$ cat src/rtl/bin_to_bcd.sv
// Sequential binary-to-BCD converter (shift-and-add-3, one bit per clock).
// Saturates to all nines and flags overflow when the input exceeds the digit range.
module bin_to_bcd #(
    parameter int WIDTH  = 14,
    parameter int DIGITS = 4
) (
    input  logic                  clk,
    input  logic                  rst,
    input  logic                  start,
    input  logic [WIDTH-1:0]      bin,
    output logic                  busy,
    output logic                  done,
    output logic [4*DIGITS-1:0]   bcd,
    output logic                  overflow
);

    localparam int CW = $clog2(WIDTH + 1);
    localparam int BW = 4 * DIGITS;

    typedef enum logic {
        IDLE,
        CONV
    } state_t;

    state_t          state_q;
    logic [WIDTH-1:0] bin_q, bin_d;
    logic [BW-1:0]   scr_q, scr_d, adj;
    logic            ovf_q, ovf_d;
    logic [CW-1:0]   cnt_q;
    logic            busy_q, done_q, ovfo_q;
    logic [BW-1:0]   bcd_q;
    logic            last;

    always_comb begin
        adj = scr_q;
        for (int i = 0; i < DIGITS; i++) begin
            if (scr_q[4*i +: 4] >= 4'd5) begin
                adj[4*i +: 4] = scr_q[4*i +: 4] + 4'd3;
            end
        end
        scr_d = {adj[BW-2:0], bin_q[WIDTH-1]};
        // A bit leaving the top nibble means the value no longer fits
        ovf_d = ovf_q | adj[BW-1];
        bin_d = bin_q << 1;
        last  = (cnt_q == CW'(WIDTH - 1));
    end

    always_ff @(posedge clk or posedge rst) begin
        if (rst) begin
            state_q <= IDLE;
            bin_q   <= '0;
            scr_q   <= '0;
            ovf_q   <= 1'b0;
            cnt_q   <= '0;
            busy_q  <= 1'b0;
            done_q  <= 1'b0;
            bcd_q   <= '0;
            ovfo_q  <= 1'b0;
        end else begin
            done_q <= 1'b0;
            unique case (state_q)
                IDLE: begin
                    if (start) begin
                        bin_q   <= bin;
                        scr_q   <= '0;
                        ovf_q   <= 1'b0;
                        cnt_q   <= '0;
                        busy_q  <= 1'b1;
                        state_q <= CONV;
                    end
                end
                CONV: begin
                    bin_q <= bin_d;
                    scr_q <= scr_d;
                    ovf_q <= ovf_d;
                    cnt_q <= cnt_q + CW'(1);
                    if (last) begin
                        bcd_q   <= ovf_d ? {DIGITS{4'h9}} : scr_d;
                        ovfo_q  <= ovf_d;
                        done_q  <= 1'b1;
                        busy_q  <= 1'b0;
                        state_q <= IDLE;
                    end
                end
                default: state_q <= IDLE;
            endcase
        end
    end

    assign busy     = busy_q;
    assign done     = done_q;
    assign bcd      = bcd_q;
    assign overflow = ovfo_q;

endmodule

$ cat config.mk
export PLATFORM = sky130hd
export DESIGN_NAME = bin_to_bcd
export DESIGN_NICKNAME = d
export VERILOG_FILES = /design/src/rtl/bin_to_bcd.sv
export SDC_FILE = /design/constraint.sdc
export NUM_CORES = 1
export LEC_CHECK = 0
export ABC_CLOCK_PERIOD_IN_PS = 2100
export CAP_MARGIN = 20
export CORE_UTILIZATION = 56
export CTS_BUF_LIST = sky130_fd_sc_hd__clkbuf_8
export DETAILED_ROUTE_END_ITERATION = 12
export MAX_ROUTING_LAYER = met4
export PLACE_DENSITY = 0.81
export SLEW_MARGIN = 20
export SYNTH_ARGS = -nofsm -noshare
export SYNTH_HDL_FRONTEND = slang
export SYNTH_SLANG_ARGS = --single-unit
export TNS_END_PERCENT = 50
$ cat constraint.sdc
create_clock -name clk -period 2.1 [get_ports clk]
set_clock_uncertainty 0.15 [all_clocks]
set_input_delay 0.42 -clock clk [delete_from_list [all_inputs] [get_ports clk]]
set_output_delay 0.42 -clock clk [all_outputs]
set_load 0.02 [all_outputs]
=== Yosys cells after proc, flatten, opt, wreduce, memory -nomap -nowiden ===
Cells that the tools add are included.

* Add/subtract/negate cells: 5
* Order comparisons: 4
* Eq/ne operators: 3
* Muxes and demuxes: 21
* Bitwise gates (word level): 2
* Reduce and logical (&&, ||, !) cells: 2

{| class="wikitable"
|+ Operator list
! cell !! number
|-
| 2-to-1 mux 16 bit || 2
|-
| case mux 16 bit (2 select lines) || 1
|-
| case mux 14 bit (2 select lines) || 1
|-
| 2-to-1 mux 4 bit || 5
|-
| adder 4 x 2 -> 4 bit, second input constant || 4
|-
| greater-or-equal comparator 4 x 3 -> 1 bit, second input constant || 4
|-
| 2-to-1 mux 14 bit || 1
|-
| case mux 4 bit (2 select lines) || 1
|-
| 2-to-1 mux 1 bit || 7
|-
| case mux 1 bit (2 select lines) || 3
|-
| adder 4 x 1 -> 4 bit, second input constant || 1
|-
| == test 4 bit, second input constant || 1
|-
| AND reduction 2 bit || 2
|-
| != test 2 x 1 -> 1 bit, second input constant || 1
|-
| != test 2 bit, second input constant || 1
|-
| NOT 1 bit || 1
|-
| OR 1 bit || 1
|}

* Register bits: 55
* Input port bits: 17

=== Logic depth before layout (Yosys ltp) ===
Gate-level depths: netlist of the first run.

* Word-level depth: 4
* Gate-level depth with buffers: 7

=== Least setup slack after synthesis of the first run ===
Ideal clock, no wire load.

* Path type: reg-to-reg
* Start point: register scr_q[13]
* End point: register bcd_q[11] (netlist: bcd[11])
* Arrival time: 1.462 ns
* Required time: 1.820 ns
* Slack: 0.358 ns
* Cell stages (with the launch flop): 8
* Buffers on the path: 1
* Period minus slack after synthesis: 1.742 ns
* Cell sequence: dfrtp_1 inv_1 ha_1 nand2b_1 nor3b_2 a211oi_2 buf_6 a31oi_1

* Cells in the longest elaborated chain, start to end: 4
* Elaborated cells on any way between the ends: 5

{| class="wikitable"
|+ RTL lines
! what !! line !! RTL
|-
| start, declared || 27 || <nowiki>logic [BW-1:0] scr_q, scr_d, adj;</nowiki>
|-
| start signal, assigned || 74 || <nowiki>scr_q <= scr_d;</nowiki>
|-
| adder 4 x 2 -> 4 bit or greater-or-equal comparator 4 x 3 -> 1 bit (tied branches) || 38, 37 ||
|-
| 2-to-1 mux 4 bit * || 37 || <nowiki>if (scr_q[4*i +: 4] >= 4'd5) begin</nowiki>
|-
| OR 1 bit * || 43 || <nowiki>ovf_d = ovf_q | adj[BW-1];</nowiki>
|-
| 2-to-1 mux 16 bit * || 78 || <nowiki>bcd_q <= ovf_d ? {DIGITS{4'h9}} : scr_d;</nowiki>
|-
| end signal, assigned || 78 ||
|-
| end, declared || 31 || <nowiki>logic [BW-1:0] bcd_q;</nowiki>
|}

Mark *: on every way between the ends. The rest lies on a longest branch, timed or not.
A chain may end at the register's enable or synchronous reset.

=== Worst setup path after layout of the first run ===
* Start point: register scr_q[13]
* End point: register ovfo_q (netlist: overflow)

* Cells in the longest elaborated chain, start to end: 3
* Elaborated cells on any way between the ends: 4

{| class="wikitable"
|+ RTL lines
! what !! line !! RTL
|-
| adder 4 x 2 -> 4 bit or greater-or-equal comparator 4 x 3 -> 1 bit (tied branches) || 38, 37 ||
|-
| 2-to-1 mux 4 bit * || 37 ||
|-
| OR 1 bit * || 43 ||
|-
| end signal, assigned || 79 || <nowiki>ovfo_q <= ovf_d;</nowiki>
|-
| end, declared || 30 || <nowiki>logic busy_q, done_q, ovfo_q;</nowiki>
|}

Marks and branches as above.

==> impl_metrics.tcl, run 1 <==
set metrics [dict create \
    status "complete, but fails checks" \
    violations "DRC" \
    drtAntennaViolNets 0 \
    clkLatencyLatePin_ns 0.31 \
    antenna_found_initial 0 \
    post_cts_resize_count 0 \
    cp.arrival_ns 1.93 \
    clock.fmax_ghz 0.5276 \
    required_ns 2.14 \
    ys_ff_latch 55 \
    synth_edf_count 0 \
    place.gp.congestion 0.7947 \
    cts_buffer_depth 2 \
    synth_top_area_share_pct 52.38 \
    ir_worst_vdd_v 0.0006976 \
    die_h_um 70.50 \
    pwr_density_cell_nw_per_um2 1406 \
    yosys_warnings 0 \
    worst_hold_slack_ns 0.2628 \
    finalMaxSlewViolations 0 \
    num_vias 1951 \
    grt_use_total_pct 22.82 \
    clockRootBuffer "clkbuf_8" \
    syn_area_sq_um 2628 \
    syn_to_final_growth_pct 22.48 \
    design_area_sq_um 3218 \
    synth_common_cells "55 x dfrtp_1, 34 x nand2_1, 22 x o21ai_0" \
    ctsHoldBuffers 0 \
    drt_iter0_markers 144 \
    synth_top_flop_cell "dfrtp_1" \
    yosys.area.top_type "dfrtp_1" \
    start_util_pct 59.12 \
    worstMarginPinSlew_ns 0.4215 \
    worstSetupStartpointType "flop" \
    die_w_um 70.50 \
    diodes 0 \
    drt_first_pass_iters 8 \
    synth.avg_cell_area_sq_um 10.22 \
    pin_count 36 \
    layout-drive-gt1-share_pct 10.14 \
    clock_sinks 55 \
    seq_area_frac_synth_pct 52.38 \
    drt_wl_total_um 4972 \
    crit_type "flop to flop" \
    cts_tree "yes" \
    numCtsBuffers 5 \
    grt_pass1_wl_um 8431 \
    ys_async_sr_fraction_pct 100.0 \
    post-route-min-period_ns 1.895 \
    fin_nets 322 \
    grt_overflow 0 \
    post_cts_buffers 0 \
    dp_hpwl_um 3588 \
    min_period_over_period_pct 90.26 \
    grt_max_degree 31 \
    tns_ns 0 \
    syn-num-nets 284 \
    finalSetupViolCount 0 \
    die_area_sq_um 4970 \
    final_util_pct 72.41 \
    drc 5 \
    first_global_vias 1795 \
    core_sq_um 4444 \
    port_buffers 35 \
    crit_path_end_kind "flop" \
    relSlewSlack_pct 71.86 \
    postPlaceCellArea_sq_um 3105 \
    rows 24 \
    cts_htree_levels 2 \
    path_clk_slew_ns 0.10 \
    routed_via_density 5.606 \
    leakage_uw 0.001431 \
    yosysMostFrequentCell "dfrtp_1" \
    synth.distinct_cells 31 \
    cap_violations 0 \
    netlist_top_cells_area "dfrtp_1 52%, mux2i_1 6.1%, nand2_1 4.9%" \
    synthCells 257 \
    wl_per_cell_um 14.29 \
    rsz0062_at_grt "no" \
    finalHoldViolCount 0 \
    critPathMaxFanout 7 \
    hold_class "input port to asynchronous set/reset pin" \
]
[critical path, cell delays in order, from the launching register on]
cell and delay (ns):
dfrtp_1 0.42, inv_1 0.11, ha_1 0.19, nand2b_1 0.15, nor3b_2 0.17, a211oi_2 0.30, buf_4 0.21, o21ai_0 0.08
[layout by cell type (no fill, tap or decap), types with 2 or more instances in the layout]
| master | synthesis | routed |
|---|---|---|
| a21o_1 | 4 | 4 |
| o22ai_1 | 12 | 12 |
| ha_1 | 10 | 10 |
| nand4_1 | 2 | 2 |
| dfrtp_1 | 55 | 55 |
| mux2_2 | 2 | 2 |
| nand2b_1 | 4 | 4 |
| nand2_1 | 34 | 34 |
| a31o_2 | 3 | 3 |
| buf_12 | 0 | 4 |
| xnor2_1 | 4 | 4 |
| inv_1 | 13 | 12 |
| clkdlybuf4s50_1 | 0 | 35 |
| a31oi_1 | 8 | 8 |
| nor2_1 | 13 | 13 |
| and2_1 | 4 | 4 |
| clkbuf_8 | 0 | 5 |
| a21oi_1 | 14 | 14 |
| mux2i_1 | 16 | 16 |
| o21ai_0 | 22 | 22 |
| o31ai_1 | 4 | 4 |
| buf_4 | 0 | 7 |
| nor3_1 | 2 | 2 |
| nor3b_1 | 9 | 9 |
[where the power goes]
part | total, uW | internal, uW | switching (uW) | leakage (uW)
combinational | 1990 | 961 | 1030 | 0.000686
clock | 707 | 356 | 352 | 0.0000581
sequential | 1830 | 1470 | 356 | 0.000687
[path summary, 6_finish.rpt]
path,startpoint,end,slack (ns),cells after the start
worst min register to register,bcd[13]$_DFFE_PP0P_,bcd[13]$_DFFE_PP0P_,0.34,2
worst max-delay path,scr_q[13]$_DFFE_PP0P_,overflow$_DFFE_PP0P_,0.20,7
worst max register to register,scr_q[13]$_DFFE_PP0P_,overflow$_DFFE_PP0P_,0.20,7
worst min-delay path,rst,scr_q[6]$_DFFE_PP0P_,0.26,2
min in group clk,bcd[13]$_DFFE_PP0P_,bcd[13]$_DFFE_PP0P_,0.34,2
max in group asynchronous,rst,done$_DFF_PP0_,1.08,3
[final cells by class]
| class | count | area (sq um) |
|---|---|---|
| flip-flops and latches | 55 | 1376 |
| fillers | 323 | 1226 |
| multi-input cells | 174 | 1132 |
| repair buffers | 46 | 483.0 |
| clock buffers | 5 | 68.82 |
| well taps | 52 | 65.06 |
| inverters | 13 | 48.80 |
| clock inverters | 3 | 43.79 |
[through the flow]
| step | cells | worst slack (ns) | power, uW |
|---|---|---|---|
| detailed placement | 340 | 0.2335 | 3848 |
| floorplan | 257 | 0.1871 | 3182 |
| finish | 348 | 0.2046 | 4525 |
| global placement | 340 | 0.3072 | 3750 |
| global route | 348 | 0.1046 | 4864 |
| CTS | 348 | 0.2128 | 4553 |
[state kept, by name, indices dropped and copies added (netlist names)]
signal and flops:
scr_q 16, bcd 16, busy 1, state_q 1
done 1, cnt_q 4, ovf_q 1, bin_q 14
overflow 1
[cell families (layout without fill, tap and decap cells)]
logic type / count (synthesis) / in the layout / share of synthesized area, %
xor+xnor: 4 / 4 / 1.333
mux: 18 / 18 / 6.952
fa+ha+maj: 10 / 10 / 4.762
buf+inv: 28 / 67 / 4.524
simple gates: 69 / 69 / 12.52
flops: 55 / 55 / 52.38
compound gates: 73 / 73 / 17.52
[metal layers]
| metal | vias up | wire [um] | part of all wire, % | track usage, % |
|---|---|---|---|---|
| met3 | 5 | 186 | 3.7 | 5.195 |
| met2 | 44 | 2420 | 49 | 34.63 |
| met4 | 0 | 61 | 1.2 | 7.710 |
| li1 | 973 | - | - | - |
| met5 | - | 0 | 0 | - |
| met1 | 929 | 2303 | 46 | 30.45 |
Note: power is estimated with default switching activity, not from simulation.
==> run 2, diff against run 1 <==
- GPL_ROUTABILITY_DRIVEN: not set -> 0
==> results of run 2 <==
Final layout, timing and power as in run 1 (identical DEF).
